`config.mk`:
```
export PLATFORM = sky130hd
export DESIGN_NAME = param_main_fifo
export DESIGN_NICKNAME = d
export VERILOG_FILES = /design/src/rtl/param_main_fifo.sv
export SDC_FILE = /design/constraint.sdc
export NUM_CORES = 1
export LEC_CHECK = 0
export ABC_AREA = 0
export CAP_MARGIN = 10
export CORE_ASPECT_RATIO = 1.75
export CORE_MARGIN = 10
export CORE_UTILIZATION = 47
export CTS_CLUSTER_SIZE = 20
export DETAILED_ROUTE_END_ITERATION = 10
export PLACE_DENSITY = 0.79
export SLEW_MARGIN = 20
export SYNTH_ARGS = -nofsm -noshare
export SYNTH_HDL_FRONTEND = slang
export SYNTH_SLANG_ARGS = --single-unit
```
`constraint.sdc`:
```
create_clock -name clk -period 2.4 [get_ports clk]
set_clock_uncertainty 0.1 [all_clocks]
set_input_delay 0.36 -clock clk [delete_from_list [all_inputs] [get_ports clk]]
set_output_delay 0.36 -clock clk [all_outputs]
set_load 0.05 [all_outputs]
```
`src/rtl/param_main_fifo.sv`:
```
// Parametrised main FIFO for the PCIe transmit data path, with occupancy, thresholds and sticky errors.
// Optional macro FWFT_EN selects first-word-fall-through reads; default is a registered 1-cycle read.
module param_main_fifo #(
    parameter int DATA_WIDTH = 6,
    parameter int ADDR_WIDTH = 2,
    parameter int CNT_WIDTH  = ADDR_WIDTH + 1
) (
    input  logic                  clk,
    input  logic                  reset,
    input  logic                  init,
    input  logic                  wr_enable,
    input  logic                  rd_enable,
    input  logic [DATA_WIDTH-1:0] data_in,
    input  logic [CNT_WIDTH-1:0]  umbral_almost_full,
    input  logic [CNT_WIDTH-1:0]  umbral_almost_empty,
    output logic [DATA_WIDTH-1:0] data_out,
    output logic                  valid_out,
    output logic                  full_fifo,
    output logic                  empty_fifo,
    output logic                  almost_full_fifo,
    output logic                  almost_empty_fifo,
    output logic                  overflow_error,
    output logic                  underflow_error,
    output logic [CNT_WIDTH-1:0]  fill_level
);

    localparam int DEPTH = 2 ** ADDR_WIDTH;
    localparam logic [CNT_WIDTH-1:0] DEPTH_CNT = CNT_WIDTH'(DEPTH);

    logic [DATA_WIDTH-1:0] mem [DEPTH];
    logic [ADDR_WIDTH-1:0] wr_ptr;
    logic [ADDR_WIDTH-1:0] rd_ptr;
    logic                  rd_accept;
    logic                  wr_accept;

    assign full_fifo         = (fill_level == DEPTH_CNT);
    assign empty_fifo        = (fill_level == '0);
    assign almost_full_fifo  = (fill_level >= umbral_almost_full);
    assign almost_empty_fifo = (fill_level <= umbral_almost_empty);

    // A write at full only goes through when a pop frees the slot in the same cycle.
    assign rd_accept = rd_enable & ~empty_fifo;
    assign wr_accept = wr_enable & (~full_fifo | rd_accept);

    always_ff @(posedge clk) begin
        if (init && wr_accept) begin
            mem[wr_ptr] <= data_in;
        end
    end

    always_ff @(posedge clk or posedge reset) begin
        if (reset) begin
            wr_ptr          <= '0;
            rd_ptr          <= '0;
            fill_level      <= '0;
            overflow_error  <= 1'b0;
            underflow_error <= 1'b0;
        end else if (!init) begin
            wr_ptr          <= '0;
            rd_ptr          <= '0;
            fill_level      <= '0;
            overflow_error  <= 1'b0;
            underflow_error <= 1'b0;
        end else begin
            if (wr_accept) begin
                wr_ptr <= wr_ptr + ADDR_WIDTH'(1);
            end
            if (rd_accept) begin
                rd_ptr <= rd_ptr + ADDR_WIDTH'(1);
            end
            case ({wr_accept, rd_accept})
                2'b10:   fill_level <= fill_level + CNT_WIDTH'(1);
                2'b01:   fill_level <= fill_level - CNT_WIDTH'(1);
                default: fill_level <= fill_level;
            endcase
            if (wr_enable && full_fifo && !rd_accept) begin
                overflow_error <= 1'b1;
            end
            if (rd_enable && empty_fifo) begin
                underflow_error <= 1'b1;
            end
        end
    end

`ifdef FWFT_EN
    assign data_out  = empty_fifo ? '0 : mem[rd_ptr];
    assign valid_out = ~empty_fifo;
`else
    // data_out keeps the last popped word; only valid_out drops when nothing is popped.
    always_ff @(posedge clk or posedge reset) begin
        if (reset) begin
            data_out  <= '0;
            valid_out <= 1'b0;
        end else if (!init) begin
            data_out  <= '0;
            valid_out <= 1'b0;
        end else begin
            valid_out <= rd_accept;
            if (rd_accept) begin
                data_out <= mem[rd_ptr];
            end
        end
    end
`endif

endmodule

```
Yosys cells after proc, flatten, opt, wreduce, memory -nomap -nowiden

Memory sizes are Yosys's and may differ from the RTL's.
Cells that the tools add are included.

Mux-type cells: 15
$lt $le $gt $ge: 2
Equal/unequal tests: 8
Reductions and logical operators: 6
Add/subtract/negate cells: 4
Bitwise logic cells: 5

Operators with widths:

| cell                                                | count |
|---|---|
| 2-to-1 mux 6 bit                                    | 2 |
| 2-to-1 mux 2 bit                                    | 4 |
| != test 2 x 1 -> 1 bit, second input constant       | 4 |
| 2-to-1 mux 1 bit                                    | 7 |
| case mux 3 bit (2 select lines)                     | 1 |
| adder 2 x 1 -> 2 bit, second input constant         | 2 |
| logical AND 1 bit                                   | 4 |
| adder 3 x 1 -> 3 bit, second input constant         | 1 |
| equality test 3 bit, second input constant          | 1 |
| greater-or-equal comparator 3 bit                   | 1 |
| less-or-equal comparator 3 bit                      | 1 |
| zero test 3 bit                                     | 1 |
| 2-to-1 mux 3 bit                                    | 1 |
| != test 3 x 1 -> 1 bit, second input constant       | 1 |
| subtractor 3 x 1 -> 3 bit, second input constant    | 1 |
| AND 1 bit                                           | 2 |
| equality test 2 x 1 -> 1 bit, second input constant | 1 |
| equality test 2 bit, second input constant          | 1 |
| inverter 1 bit                                      | 2 |
| zero test 1 bit                                     | 1 |
| OR 1 bit                                            | 1 |

Input port bits: 17
Bits in registers: 16
RAM bits: 24
Memories: 1
Logic and storage cells: 48

Memory list:

| name | words | bits a word | read ports | clocked after memory_dff | write ports | RTL line | text |
|---|---|---|---|---|---|---|---|
| mem  | 4     | 6           | 1          | 0                        | 1           | 30       | `logic [DATA_WIDTH-1:0] mem [DEPTH];` |

Logic depth before layout (Yosys ltp)

Gate-level depths: netlist (run 1).

Word-level depth: 8
Mapped depth: 10
Depth with buffers taken out: 8

Worst setup path before layout (run 1)

No wires, ideal clock.

Path kind: reg-to-reg
From: register fill_level[2]
To: register fill_level[2]
Library setup time: 82 ps
Cell stages (with the launch flop): 10
Arrival: 3495 ps
Path slack: -1277 ps
Path buffers: 2
Path through: dfrtp_1 buf_2 nor3_1 or2b_1 buf_2 nor2_1 fa_1 or3_1 a21o_1 a31oi_1

Word-level cells in the longest chain between the ends: 8
Elaborated cells on any way between the ends: 14
Classes of those cells: add/sub (2); eq/ne (4); mux (2); bitwise (5); reduce/logical (1)

Ends and longest elaborated chain:

| item                                                                | RTL line | text |
|---|---|---|
| start: declaration                                                  | 24       | `output logic [CNT_WIDTH-1:0] fill_level` |
| start signal: assignment                                            | 72       | `2'b10: fill_level <= fill_level + CNT_WIDTH'(1);` |
| start signal: assignment                                            | 73       | `2'b01: fill_level <= fill_level - CNT_WIDTH'(1);` |
| start signal: assignment                                            | 74       | `default: fill_level <= fill_level;` |
| zero test 3 bit (*)                                                 | 37       | `assign empty_fifo = (fill_level == '0);` |
| via empty_fifo                                                      | 19       | `output logic empty_fifo,` |
| inverter 1 bit (*)                                                  | 42       | `assign rd_accept = rd_enable & ~empty_fifo;` |
| AND 1 bit (*)                                                       | 42       |  |
| OR 1 bit                                                            | 43       | `assign wr_accept = wr_enable & (~full_fifo \| rd_accept);` |
| AND 1 bit                                                           | 43       |  |
| equality test 2 x 1 -> 1 bit or equality test 2 bit (tied branches) | 71       | `case ({wr_accept, rd_accept})` |
| case mux 3 bit (2 select lines)                                     | 71       |  |
| 2-to-1 mux 3 bit                                                    | 58       | `end else if (!init) begin` |

The timed path passes the listed nets; every way through them passes the cells marked *.
A chain may end at the register's enable or synchronous reset.

Final worst setup path (run 1)

From: register fill_level[1]
To: output almost_empty_fifo

Word-level cells in the longest chain between the ends: 1

Ends and longest elaborated chain:

| item                           | RTL line | text |
|---|---|---|
| less-or-equal comparator 3 bit | 39       | `assign almost_empty_fifo = (fill_level <= umbral_almost_empty);` |
| end: declaration               | 21       | `output logic almost_empty_fifo,` |

Every way passes these cells.

==> results of run 1 <==
==> metrics by stage <==
stage                     area (um2)  total power, mW
after floorplan                 1960             1.33
after global placement          2310             1.50
after detailed placement        2310             1.53
after CTS                       2430             2.08
after global routing            2450             2.18
final                           2450             2.08
==> layer usage <==
| layer | part of all wire, % | routed length, um | vias up | GRT usage [%] |
|---|---|---|---|---|
| met5 | 0 | 0 | - | 0 |
| met4 | 1.4 | 51 | 0 | 3.90 |
| met1 | 37 | 1350 | 588 | 11.2 |
| li1 | - | - | 606 | - |
| met3 | 6.3 | 229 | 6 | 3.78 |
| met2 | 55 | 2010 | 29 | 19.3 |
==> placed cells by master, fill, tap and decap left out, types with 3 or more instances in the layout <==
master / count
dfrtp_1: 13
and2_1: 4
edfxtp_1: 24
nand3_1: 3
a21oi_1: 13
mux4_2: 6
clkdlybuf4s50_1: 28
buf_4: 7
ha_1: 10
inv_1: 9
nand2_1: 16
dfrtp_2: 3
nor2_1: 10
clkbuf_8: 5
a21o_1: 4
==> worst reg2reg max path, delay by kind of cell (launching register included) <==
kind | cells | cell delay [ps]
AND/OR/NAND/NOR | 3 | 470
AO/OA/AOI/OAI | 3 | 470
flip-flops | 1 | 460
buffers and inverters | 1 | 150
adder cells (fa/ha/maj) | 1 | 480
==> flip-flops by register name (all words and copies together) (netlist names) <==
signal	flops
data_out	6
fill_level	3
mem	24
overflow_error	1
rd_ptr	2
underflow_error	1
valid_out	1
wr_ptr	2
==> cell families (layout without fill, tap and decap cells) <==
logic type / Yosys count / in the layout / synth area share [%]
DFF: 40 / 40 / 58.5
xor gates and xnor gates: 3 / 3 / 1.37
and+or+nand+nor: 49 / 49 / 13.1
adders and majority gates: 11 / 11 / 7.58
muxes: 6 / 6 / 7.05
AOI/OAI and AO/OA: 26 / 26 / 8.17
buffers and inverters: 18 / 54 / 4.18
==> synthesized netlist by cell type, drive strengths merged (2+ instances only) <==
library cell / number
nand2b: 2
and2: 5
nand2: 16
nor3: 2
o21ai: 3
clkbuf: 3
dfrtp: 16
or2b: 2
nor2b: 2
a21o: 4
edfxtp: 24
xnor2: 2
ha: 10
mux4: 6
inv: 9
nor2: 11
buf: 6
nand3: 4
a21oi: 13
==> where the power goes <==
group / total, mW / switching (mW) / leakage (nW) / internal (mW)
clock: 0.551 / 0.238 / 0.0548 / 0.313
combinational: 0.684 / 0.395 / 0.479 / 0.289
sequential: 0.844 / 0.0584 / 0.430 / 0.785
==> how the worst max path moves through the flow <==
stage,startpoint,endpoint,slack [ps],depth (start not counted)
2_1_floorplan,fill_level[1],fill_level[2],-270,9
3_3_place_gp,rd_enable,fill_level[1],100,7
3_5_place_dp,rd_enable,fill_level[1],20,7
4_1_cts,fill_level[1],almost_empty_fifo,50,6
5_1_grt,fill_level[0],fill_level[1],5,9
6_report,fill_level[1],almost_empty_fifo,110,6
==> timing repair <==
action | CTS | global route
endpoints found under the setup margin | 0 | 2
buffers inserted | 0 | 1
gates resized for setup | 0 | 1
==> layout make-up <==
| cell class | count | area (um2) |
|---|---|---|
| timing repair buffer | 37 | 373 |
| clock inverter | 3 | 46.3 |
| multi-input combinational | 95 | 744 |
| clock buffer | 5 | 68.8 |
| inverter | 9 | 33.8 |
| sequential | 40 | 1120 |
| fill | 306 | 1450 |
| tap | 48 | 60.1 |
==> results.cfg, run 1 <==
[run_status]
status = completed

[floorplanning]
num_rows = 30
core_area_mm2 = 0.00390
die_h_um = 104
initial_core_util_pct = 49.1
die_w_um = 68.3
io_pins = 33
die_area_mm2 = 0.00713

[synth]
ys.flop_type = edfxtp_1
synth_edf_count = 24
synth-async-reset-ratio_pct = 40.0
synth_area_mm2 = 0.00192
synth_top_area_share_pct = 37.6
yosys-top-cells-area = edfxtp_1 (38%), dfrtp_1 (21%), mux4_2 (7.1%)
synth_cells = 153
yosys.cell_types.count = 35
ys_ff_latch = 40
postSynthAreaPerCell_um2 = 12.5
yosysSeqAreaShare_pct = 58.5
yosysTopAreaCell = edfxtp_1
ys_warn_count = 0
syn_nets = 181

[worst_setup_path]
ff2ff_setup_slack_ps = 130
crit_type = flip-flop to output pin
crit_fanout = 12
crit_buf_inv = 2
timing.rr.start = fill_level[0]
max_stage_delay_ps = 430
required_ps = 1940
r2r-end = fill_level[1]
crit_path_cell_trace = buf_4, ha_1, nor2b_1, o21a_1, o21ai_2, buf_12
worstPathArrival_ps = 1830
critPathSlowestCell = dfrtp_2
reg2reg_depth = 8
critPathTopFamily = flip-flops
cp-end-kind = output pin
cp-start-kind = flip-flop

[timing]
fin_ws_ps = 108
whs_ps = 337
layout_min_cycle_time_ps = 2290
fin_crit_sh_pct = 95.5
finalMaxSlewViolations = 0
max_freq_ghz = 0.436
max_slew_margin_pct = 60.3
final-setup-viol-count = 0
hold_violations = 0
worst_pin_slew_ps = 594
setup_tns_ps = 0
rsz0062_at_grt = false

[global_route]
grt_pass1_wl_mm = 6.13
grt_util_all_layers_pct = 10.9
first_global_vias = 1310
grt_start_max_net_pins = 17
overflow = 0
antenna_found_initial = 0

[final_layout]
utilization_pct = 62.8
num_antenna_cells = 0
nets = 216
fin_cells = 237
final_layout_size_suffix_gt1_share_pct = 18.0
area_delta_synth_final_pct = 28.0

[route]
ant_nets = 0
wl_mm = 3.65
post-route-drc-count = 0
num_vias = 1229
wl_per_cell_um = 15.4
viasPerCell = 5.19
dr.pass1.iters = 4
drt_iter0_drc = 34

[cts]
cts-buffers-inserted = 5
clkSinkCount = 40
htreeDepth = 2
clk_pin_slew_ps = 80
clk_latency_ps = 290
clock_tree.buffer_depth = 2
cts_tree = yes
cts_root_buf = clkbuf_8
ctsHoldBuffers = 0

[placement]
io_buffers = 32
hpwl_mm = 2.85
place_congestion = 0.764
pre_cts_ws_ps = 22.8
post-place-cells = 228

[pwr]
p_per_area_mw_per_mm2 = 848
ir_drop_uv = 629
p_leak_nw = 0.964

[job]
max_cap_violations = 0

[hold_path]
holdCritPathClass = primary input to asynchronous set/reset pin
No activity file was read; power rests on OpenSTA's default activity.
==> run 2, diff against run 1 <==
ABC_AREA = unset   (was 0)
CTS_CLUSTER_DIAMETER = 50   (was unset)
==> results of run 2 <==
Final layout, timing and power as in run 1 (identical DEF).
==> patch 1 (settings of run 2) <==
The option `FWFT_EN` is turned on by a define.
--- a/src/rtl/param_main_fifo.sv
+++ b/src/rtl/param_main_fifo.sv
@@ -1,5 +1,7 @@
 // Parametrised main FIFO for the PCIe transmit data path, with occupancy, thresholds and sticky errors.
 // Optional macro FWFT_EN selects first-word-fall-through reads; default is a registered 1-cycle read.
+`define FWFT_EN
+
 module param_main_fifo #(
     parameter int DATA_WIDTH = 6,
     parameter int ADDR_WIDTH = 2,
Check against the original RTL: not equivalent (a bounded check fails within 4 cycles, from zero or initial values and one cycle with reset high).
==> patch 1 against run 2 <==
  * Cell area fell by 12%
  * Sequential cell count fell by 7
  * Wire length fell by 5.0%
  * Utilization rose by 0.26 points
  * Critical path depth rose by 1
  * Largest power group unchanged
  * Via count fell by 8.5%
  * Worst setup slack got worse by 1.5 ps
  * Sequential power fell by 18%
  * Total power fell by 24%
  * Critical path type is now in2out
  * Area after synthesis fell by 11%
  * Count of clock-buffer cells in the layout rose by 1
  * Clock power fell by 30%
==> patch 1: results <==
synthesis:
  syn_avg_cell_area_sq_um: 13.61
  synth_cell_types: 38
  synthArstFlopShare: 0.2727
  synth_edf_count: 24
  synth_flop_cell: "edfxtp_1"
  synth-seq-area-share: 0.5559
  synthTopCellsByArea: "edfxtp_1, dfrtp_1, mux4_2"
  syn_nets: 153
  synth_warnings: 0
  synth_common_cells: "edfxtp_1, inv_1, ha_1"
routing:
  wl_per_cell_microns: 16.50
  routed_wl_mm: 3.464
  first_pass_iters: 4
  vias_per_cell: 5.357
  drt_iter0_markers: 16
sta:
  slew_headroom: 0.6604
  slew_violations: 0
  hold_viol_final: 0
  fin_setup_tns_ps: 0
global_route:
  grt_first_pass_wirelength_mm: 5.713
  antenna_found_initial: 0
  grt_start_max_net_pins: 16
  grt_pass1_vias: 1213
  grt_overflow_total: 0
  grt_usage: 0.1110
clocking:
  clkLatencyLatePin_ps: 280
  clk_transition_reported_paths_ps: 70
  htreeDepth: 2
  ctsLongestPathBuffers: 2
setup_path:
  crit_path_max_fanout: 2
  arrival_ps: 1830
power:
  leakagePower_nw: 0.8696
  power.switching_mw: 0.5350
  peakVddDrop_mv: 0.3747
layout:
  n_antenna_cell: 0
  layout.nets: 192
  drive_above_1_share: 0.2424
  reg_top3: "mem: 24 flops, fill_level: 3 flops"
placement:
  place_congestion: 0.8000
  place_area_sq_um: 2067
  post-dp-hpwl_mm: 2.794
  place_inst: 200
  portBuffers: 32
run_status:
  status: "complete, no violations"
hold_path:
  hp-class: "in2async"
==> patch 1: cell families (layout without fill, tap and decap cells) <==
logic type / after synthesis / after routing / share of synthesized area
DFF: 33 / 33 / 0.5559
and+or+nand+nor: 32 / 32 / 0.1162
AOI/OAI and AO/OA: 20 / 20 / 0.08163
buffers and inverters: 18 / 58 / 0.05441
adders and majority gates: 11 / 11 / 0.08529
muxes: 7 / 7 / 0.08603
xor gates and xnor gates: 4 / 4 / 0.02059
==> patch 1: cell type report <==
cell class | instances | area [sq um]
tap | 45 | 56.30
inverter | 11 | 41.29
sequential | 33 | 949.7
clock inverter | 2 | 10.01
multi-input combinational | 74 | 674.4
timing repair buffer | 39 | 360.3
fill | 284 | 1269
clock buffer | 6 | 72.57
==> patch 1: path summary, 6_finish.rpt <==
| path | start | end | slack, ps | depth (start not counted) |
|---|---|---|---|---|
| worst max register to register | fill_level[1] | fill_level[1] | 370 | 6 |
| worst min-delay path | reset | wr_ptr[0] | 250 | 2 |
| max in group asynchronous | reset | fill_level[1] | 1670 | 2 |
| worst min register to register | overflow_error | overflow_error | 410 | 2 |
| min in group clk | overflow_error | overflow_error | 410 | 2 |
| worst max-delay path | umbral_almost_empty[1] | almost_empty_fifo | 110 | 7 |
==> patch 1: power groups by stage <==
stage	clock network (mW)	logic, mW	registers [mW]
after floorplan	0	0.350	0.699
after global placement	0	0.498	0.701
after detailed placement	0	0.512	0.705
after CTS	0.397	0.513	0.693
after global routing	0.427	0.552	0.695
final	0.387	0.516	0.688
==> patch 1: timing repair <==
action	CTS	global route
gates resized for setup	0	0
setup buffers	0	2
endpoints found under the setup margin	0	1
==> patch 1: stage by stage <==
step	setup WS [ps]	utilization	power (mW)
2_1_floorplan	-174.4	-	1.049
3_3_place_gp	149.5	0.6020	1.199
3_5_place_dp	101.7	0.6020	1.216
4_1_cts	42.35	0.6261	1.603
5_1_grt	25.60	0.6305	1.673
6_report	106.6	0.6305	1.590
==> patch 1: layer usage <==
layer,vias up,global-route usage,wire length [microns]
met3,6,0.05056,316
li1,536,-,-
met2,36,0.2121,1966
met1,547,0.09482,1131
met4,0,0.03974,50
met5,-,0,0
==> patch 1: critical path, cell delays in order <==
cell and delay (ps):
clkdlybuf4s50_1 460, inv_1 40, ha_1 290, nor2b_1 140, o21a_1 170, o21ai_1 210
buf_12 170
==> patch 2 (flow settings as in run 2) <==
Without the edit above. Make the reset (`reset`) synchronous in 2 clocked blocks.
--- a/src/rtl/param_main_fifo.sv
+++ b/src/rtl/param_main_fifo.sv
@@ -48,7 +48,7 @@
         end
     end
 
-    always_ff @(posedge clk or posedge reset) begin
+    always_ff @(posedge clk) begin
         if (reset) begin
             wr_ptr          <= '0;
             rd_ptr          <= '0;
@@ -87,7 +87,7 @@
     assign valid_out = ~empty_fifo;
 `else
     // data_out keeps the last popped word; only valid_out drops when nothing is popped.
-    always_ff @(posedge clk or posedge reset) begin
+    always_ff @(posedge clk) begin
         if (reset) begin
             data_out  <= '0;
             valid_out <= 1'b0;
Function: differs if reset is asserted again (counterexample within 4 cycles, from zero or initial values and one cycle with reset high); with reset held inactive, the same outputs for 10 cycles.
==> patch 2 against run 2 <==
  * Sequential cell count stayed put
  * Critical path depth stayed put
  * Final cell count is 5.5% lower
  * First-iteration DRC count is 12% lower
  * Cell area is 4.0% lower
  * Wire length is 8.0% higher
  * Area after synthesis is 3.1% lower
  * Worst setup slack better by 38 ps
  * Global-route usage is 1.8 points higher
Power is not compared: it rests on default switching activity, and its combinational part moved more than twofold at a synthesized area within 25%.
==> patch 2: results <==
run_status:
  status: "complete, no violations"
synthesis:
  synth_common_cells: "edfxtp_1, dfxtp_1, nor2_1"
  synth_cell_types: 39
  synth-seq-area-share: 0.5610
  syn_avg_cell_area_sq_um: 13.35
  syn_nets: 167
  synthTopCellsByArea: "edfxtp_1, dfxtp_1, mux4_2"
global_route:
  met2_usage: 0.2244
  grt_pass1_vias: 1369
  grt_first_pass_wirelength_mm: 6.651
  grt_usage: 0.1270
  grt_start_max_net_pins: 14
clocking:
  ctsResizeCount: 1
placement:
  post-dp-hpwl_mm: 2.923
  place_congestion: 0.7436
  dp_slack_ps: -3.464
  place_inst: 216
setup_path:
  crit_path_max_fanout: 10
  ff2ff_path_depth: 6
sta:
  slew_headroom: 0.6534
routing:
  wl_met3_microns: 291
  drt-met1-wl_mm: 1.385
  wl_met2_mm: 2.166
  drt_iter0_markers: 30
layout:
  fillers: 309
-- patch 2: cell count changes in the layout (fill, tap and decap cells not counted), moves of 4 or more --
cell / delta
a21oi_1: -11
dfrtp_1: -13
nor2_1: +5
nand2_1: -16
dfxtp_1: +14
and3_1: +4
mux2i_1: +6
-- patch 2: logic make-up (layout without fill, tap and decap cells) --
| family | Yosys count | in the layout | share of synthesized area |
|---|---|---|---|
| AND/OR/NAND/NOR | 37 | 37 | 0.1140 |
| AO/OA/AOI/OAI | 16 | 16 | 0.06946 |
| multiplexers | 13 | 13 | 0.1113 |
| adder cells (fa/ha/maj) | 11 | 11 | 0.07822 |
| flip-flops | 40 | 40 | 0.5610 |
| XOR/XNOR | 4 | 4 | 0.01888 |
| buffers and inverters | 18 | 55 | 0.04720 |
-- patch 2: final timing paths --
kind / start / slack, ps / to
max: fill_level[0] / 150 / almost_full_fifo
min: underflow_error / 370 / underflow_error
min reg2reg: underflow_error / 370 / underflow_error
max reg2reg: fill_level[1] / 430 / fill_level[1]
-- patch 2: worst max-delay path, cell delays in order (launching register included) --
cell and delay, ps:
dfxtp_2 470, inv_1 100, ha_1 270, nand2b_1 140, a21o_1 170, a21o_1 170, buf_4 180
-- patch 2: power by group --
part | leakage (nW) | internal (mW) | total [mW] | switching [mW]
sequential | 0.348 | 0.739 | 0.748 | 0.00952
clock | 0.0596 | 0.298 | 0.530 | 0.232
combinational | 0.494 | 0.0718 | 0.151 | 0.0795
-- patch 2: layout make-up --
type	count	area [sq um]	share of cell area
sequential	40	1044	0.4436
multi-input combinational	81	730.7	0.3106
timing repair buffer	38	367.9	0.1564
clock buffer	7	107.6	0.04574
tap	48	60.06	0.02553
inverter	9	33.78	0.01436
clock inverter	1	8.758	0.003723
